### config.mk
export PLATFORM = sky130hd
export DESIGN_NAME = spike_event_logger
export DESIGN_NICKNAME = d
export VERILOG_FILES = /design/src/rtl/spike_log_pkg.sv /design/src/rtl/sync_fifo.sv /design/src/rtl/spike_event_logger.sv
export SDC_FILE = /design/constraint.sdc
export NUM_CORES = 1
export LEC_CHECK = 0
export BUFFER_PORTS_ARGS = -buffer_cell sky130_fd_sc_hd__buf_4
export CORE_ASPECT_RATIO = 0.7
export CORE_UTILIZATION = 67
export CTS_BUF_LIST = sky130_fd_sc_hd__clkbuf_8
export CTS_CLUSTER_SIZE = 16
export DETAILED_ROUTE_END_ITERATION = 16
export GPL_ROUTABILITY_DRIVEN = 0
export PLACE_DENSITY = 0.87
export SYNTH_ARGS = -nofsm -noshare
export SYNTH_HDL_FRONTEND = slang
export SYNTH_SLANG_ARGS = --single-unit
export TNS_END_PERCENT = 100
### constraint.sdc
create_clock -name clk -period 9.7 [get_ports clk]
set_input_delay 2.91 -clock clk [delete_from_list [all_inputs] [get_ports clk]]
set_output_delay 2.91 -clock clk [all_outputs]
set_load 0.01 [all_outputs]
### src/rtl/spike_log_pkg.sv
// rtl/spike_log_pkg.sv - event byte layout constants and encode helper for the spike event logger
package spike_log_pkg;

  localparam int         EV_S1_BIT = 7;
  localparam int         EV_S2_BIT = 6;
  localparam int         EV_TS_MSB = 5;
  localparam logic [7:0] EV_MARKER = 8'h00;
  localparam logic [7:0] DROP_MAX  = 8'd255;

  // Real events always carry at least one flag, so they never collide with EV_MARKER.
  function automatic logic [7:0] encode_event(input logic s1, input logic s2,
                                              input logic [EV_TS_MSB:0] ts);
    logic [7:0] ev;
    ev = '0;
    ev[EV_S1_BIT] = s1;
    ev[EV_S2_BIT] = s2;
    ev[EV_TS_MSB:0] = ts;
    return ev;
  endfunction

endpackage

### src/rtl/sync_fifo.sv
// rtl/sync_fifo.sv - first-word fall-through FIFO with full-with-pop acceptance and drop flag
module sync_fifo #(
  parameter int WIDTH = 8,
  parameter int DEPTH = 8
) (
  input  logic                     clk,
  input  logic                     reset,
  input  logic                     push_i,
  input  logic [WIDTH-1:0]         push_data_i,
  input  logic                     pop_req_i,
  output logic                     valid_o,
  output logic [WIDTH-1:0]         head_o,
  output logic [$clog2(DEPTH):0]   level_o,
  output logic                     drop_o
);

  localparam int AW = $clog2(DEPTH);

  logic [WIDTH-1:0] mem_q [DEPTH];
  logic [AW-1:0]    wr_ptr_q, wr_ptr_d;
  logic [AW-1:0]    rd_ptr_q, rd_ptr_d;
  logic [AW:0]      level_q, level_d;
  logic             empty, full, do_pop, do_push;

  assign empty   = (level_q == '0);
  assign full    = (level_q == (AW+1)'(DEPTH));
  // ev_ready is ignored while empty; a pop on a full FIFO makes room for the same-cycle push.
  assign do_pop  = pop_req_i && !empty;
  assign do_push = push_i && (!full || do_pop);
  assign drop_o  = push_i && full && !do_pop;

  assign valid_o = !empty;
  assign head_o  = empty ? '0 : mem_q[rd_ptr_q];
  assign level_o = level_q;

  // Next pointer and occupancy values from the accepted push/pop pair.
  always_comb begin
    wr_ptr_d = wr_ptr_q;
    rd_ptr_d = rd_ptr_q;
    level_d  = level_q;
    if (do_push) wr_ptr_d = wr_ptr_q + 1'b1;
    if (do_pop)  rd_ptr_d = rd_ptr_q + 1'b1;
    case ({do_push, do_pop})
      2'b10:   level_d = level_q + 1'b1;
      2'b01:   level_d = level_q - 1'b1;
      default: level_d = level_q;
    endcase
  end

  // Pointer/occupancy registers; reset flushes and discards any push or pop in that cycle.
  always_ff @(posedge clk) begin
    if (reset) begin
      wr_ptr_q <= '0;
      rd_ptr_q <= '0;
      level_q  <= '0;
    end else begin
      wr_ptr_q <= wr_ptr_d;
      rd_ptr_q <= rd_ptr_d;
      level_q  <= level_d;
    end
  end

  // Storage write; contents need no reset because occupancy gates visibility.
  always_ff @(posedge clk) begin
    if (!reset && do_push) mem_q[wr_ptr_q] <= push_data_i;
  end

endmodule

### src/rtl/spike_event_logger.sv
// rtl/spike_event_logger.sv - timestamps neuron spikes into a byte FIFO with overflow accounting
module spike_event_logger
  import spike_log_pkg::*;
#(
  parameter int TS_WIDTH = 6,
  parameter int DEPTH    = 8
) (
  input  logic                   clk,
  input  logic                   reset,
  input  logic                   en,
  input  logic                   spike1,
  input  logic                   spike2,
  input  logic                   ev_ready,
  output logic                   ev_valid,
  output logic [7:0]             ev_data,
  input  logic                   clear_stat,
  output logic                   overflow,
  output logic [7:0]             drop_count,
  output logic [$clog2(DEPTH):0] level
);

  logic [TS_WIDTH-1:0] ts_q, ts_d;
  logic                overflow_q, overflow_d;
  logic [7:0]          drop_q, drop_d;
  logic                spike_any, push, drop;
  logic [7:0]          push_word;

  assign spike_any = spike1 | spike2;
  // A spike at ts==0 replaces the wrap marker rather than adding to it.
  assign push      = en && (spike_any || (ts_q == '0));
  assign push_word = spike_any ? encode_event(spike1, spike2, ts_q) : EV_MARKER;
  assign ts_d      = en ? ts_q + 1'b1 : ts_q;

  sync_fifo #(.WIDTH(8), .DEPTH(DEPTH)) u_fifo (
    .clk         (clk),
    .reset       (reset),
    .push_i      (push),
    .push_data_i (push_word),
    .pop_req_i   (ev_ready),
    .valid_o     (ev_valid),
    .head_o      (ev_data),
    .level_o     (level),
    .drop_o      (drop)
  );

  // Drop statistics; a drop in the same cycle as clear_stat wins and restarts the count at 1.
  always_comb begin
    overflow_d = overflow_q;
    drop_d     = drop_q;
    if (drop) begin
      overflow_d = 1'b1;
      if (clear_stat)            drop_d = 8'd1;
      else if (drop_q != DROP_MAX) drop_d = drop_q + 8'd1;
    end else if (clear_stat) begin
      overflow_d = 1'b0;
      drop_d     = '0;
    end
  end

  // Timestamp counter and statistics registers.
  always_ff @(posedge clk) begin
    if (reset) begin
      ts_q       <= '0;
      overflow_q <= 1'b0;
      drop_q     <= '0;
    end else begin
      ts_q       <= ts_d;
      overflow_q <= overflow_d;
      drop_q     <= drop_d;
    end
  end

  assign overflow   = overflow_q;
  assign drop_count = drop_q;

endmodule

==> impl_metrics.json <==
{
  "ys_seq_area_frac": 0.629,
  "setup_tns_ns": 0,
  "start_util": 0.724,
  "grt_pass1_vias": 2265,
  "pre_cts_slack_ns": 4.32,
  "use_met2": 0.413,
  "grt_max_degree": 29,
  "grtUsageTotal": 0.283,
  "synth_top_family_by_area": "multiplexers",
  "status": "finished clean",
  "relSlewSlack": 0.241,
  "period_needed_ns": 5.42,
  "final_cell_count_no_fill": 382,
  "diodes": 0,
  "path_class": "flop to output port",
  "clk_latency_ns": 0.36,
  "endpoint_kind": "output port",
  "slowest_delay_ns": 1.08,
  "yosysWarnings": 0,
  "met3_usage": 0.0828,
  "cp.required_ns": 6.79,
  "synthXorXnorAreaFrac": 0.0178,
  "wl_per_cell_um": 20.2,
  "cts_tree": "yes",
  "cp_data_arrival_time_ns": 2.51,
  "final_nets": 321,
  "grt-ovfl-total": 0,
  "dr.pass1.iters": 5,
  "setup_viol": 0,
  "max_freq_mhz": 185,
  "skew_ns": 0.0108,
  "die_w_um": 93.7,
  "finalCritPeriodShare": 0.558,
  "synth_cell_type_count": 50,
  "portBuffers": 28,
  "dieArea_mm2": 0.00621,
  "drtIter0Drc": 240,
  "synthArstFlopShare": 0,
  "grt_busiest_layer": "met2",
  "setup_ws_ns": 4.28,
  "mostFrequentLayoutCells": "64 x edfxtp_1, 36 x nor2_1, 31 x buf_4",
  "met1_usage": 0.412,
  "grt_pass1_wl_um": 12200,
  "synth_compound_area_frac": 0.0536,
  "ir_drop_uv": 164,
  "synth_edf_count": 64,
  "dpl.hpwl_um": 5270,
  "max_cap_viol_count": 0,
  "cts_hold_buf": 0,
  "clkSinkCount": 92,
  "via_per_inst": 6.23,
  "p_leak_uw": 0.00157,
  "path_clk_slew_ns": 0.09,
  "cts_resized": 0,
  "syn_area_mm2": 0.00395,
  "p_per_area_mw_per_mm2": 216,
  "io_pins": 29,
  "ys_ff_latch": 92,
  "syn2layout_area_growth_pct": 11.1,
  "coreArea_mm2": 0.00545,
  "holdCritPathClass": "flop to flop",
  "final_common_cell": "edfxtp_1",
  "crit_fanout": 16,
  "rsz0062_at_grt": "no",
  "vias": 2380,
  "power_uw": 948,
  "crit_family": "flip-flops",
  "drive_above_1_share": 0.223,
  "path_cells": "mux4_2 > mux2i_1 > nor2_1 > buf_4",
  "post_cts_buffers": 0,
  "cp_slowest_cell": "dfxtp_1",
  "nFillCells": 300,
  "synthAdderAreaFrac": 0.0304,
  "rows": 22,
  "drt_wl_total_um": 7730,
  "r2r_slack_ns": 6.68,
  "synth_fp_nets": 295,
  "tightest_slew_ns": 1.14,
  "ant_nets": 0,
  "drc": 0,
  "clockBufferDepth": 2,
  "cts_root_buf": "clkbuf_8",
  "syn-instance-count": 279,
  "grt_antenna_before_repair": 0,
  "startpoint_type": "flop",
  "slew_violations": 0,
  "synth_simple_gate_area_frac": 0.114,
  "placed_cells": 366,
  "htreeDepth": 3,
  "worst-path-buf-inv": 1,
  "finalHoldViolCount": 0,
  "synthFlopType": "edfxtp_1",
  "synth_mux_area_frac": 0.127,
  "syn_avg_cell_area_um2": 14.1,
  "dieHeight_um": 66.2,
  "cts_buffers": 9
}
==> cell type report <==
class                           count  area (um^2)  share of cell area
Sequential cell                    92         2480               0.566
Multi-Input combinational cell    163         1360               0.309
Timing Repair Buffer               31          233              0.0531
Clock buffer                       10          138              0.0314
Tap cell                           72         90.1              0.0205
Clock inverter                      6         56.3              0.0128
Inverter                            8         30.0             0.00685
==> cell families after synthesis <==
logic type / count (synthesis)
mux: 30
xor+xnor: 8
fa+ha+maj: 9
flops: 92
buf+inv: 24
simple gates: 86
compound gates: 30
==> cell usage after synthesis, drive strengths merged, types with 7 or more instances <==
master / number / area [um^2]
edfxtp: 64 / 1920
inv: 8 / 30.0
a21oi: 7 / 35.0
buf: 7 / 45.0
nor2: 36 / 135
nand2: 7 / 26.3
mux4: 16 / 360
nand3: 7 / 35.0
and2: 7 / 45.1
mux2i: 13 / 130
clkbuf: 9 / 33.8
ha: 8 / 100
dfxtp: 28 / 561
==> stage by stage <==
stage | hold slack, ns | utilization | instance area, um^2
after floorplan | 0.467 | - | 3950
after global placement | 0.480 | 0.769 | 4190
after detailed placement | 0.495 | 0.769 | 4190
after CTS | 0.510 | 0.804 | 4380
after global routing | 0.537 | 0.804 | 4380
final | 0.519 | 0.804 | 4380
==> worst reg2reg max path: stages, from the launching register on <==
cell	delay, ns
dfxtp_1	0.41
nor4_4	0.63
inv_1	0.16
and2_1	0.26
ha_1	0.25
ha_1	0.29
a21o_2	0.21
a21oi_1	0.16
mux2i_1	0.20
mux2_2	0.34
==> path summary, 6_finish.rpt <==
path | cells after the start | end | startpoint
worst min-delay path | 2 | drop_count[7]$_SDFFE_PP0P_ | drop_count[7]$_SDFFE_PP0P_
worst max-delay path | 4 | ev_data[0] | flop
worst min register to register | 2 | drop_count[7]$_SDFFE_PP0P_ | drop_count[7]$_SDFFE_PP0P_
worst max register to register | 9 | u_fifo.level_o[3]$_SDFFE_PP0P_ | u_fifo.level_o[2]$_SDFFE_PP0P_
==> flip-flops by register name, indices dropped and copies added, names as in the netlist, named ones only <==
register         cells
ts_q                 6
u_fifo.rd_ptr_q      3
overflow             1
u_fifo.wr_ptr_q      3
u_fifo.level_o       4
u_fifo.mem_q        64
drop_count           8
==> routing by layer <==
layer | vias up | share of wire
met5 | - | 0
met4 | 0 | 0.0080
met3 | 9 | 0.080
met2 | 78 | 0.46
met1 | 1190 | 0.45
li1 | 1103 | -
==> report_power, final <==
part | internal (uW) | switching, uW
clock | 124 | 125
sequential | 438 | 38.6
combinational | 110 | 112
total | 672 | 275
No activity file was read; power rests on OpenSTA's default activity.
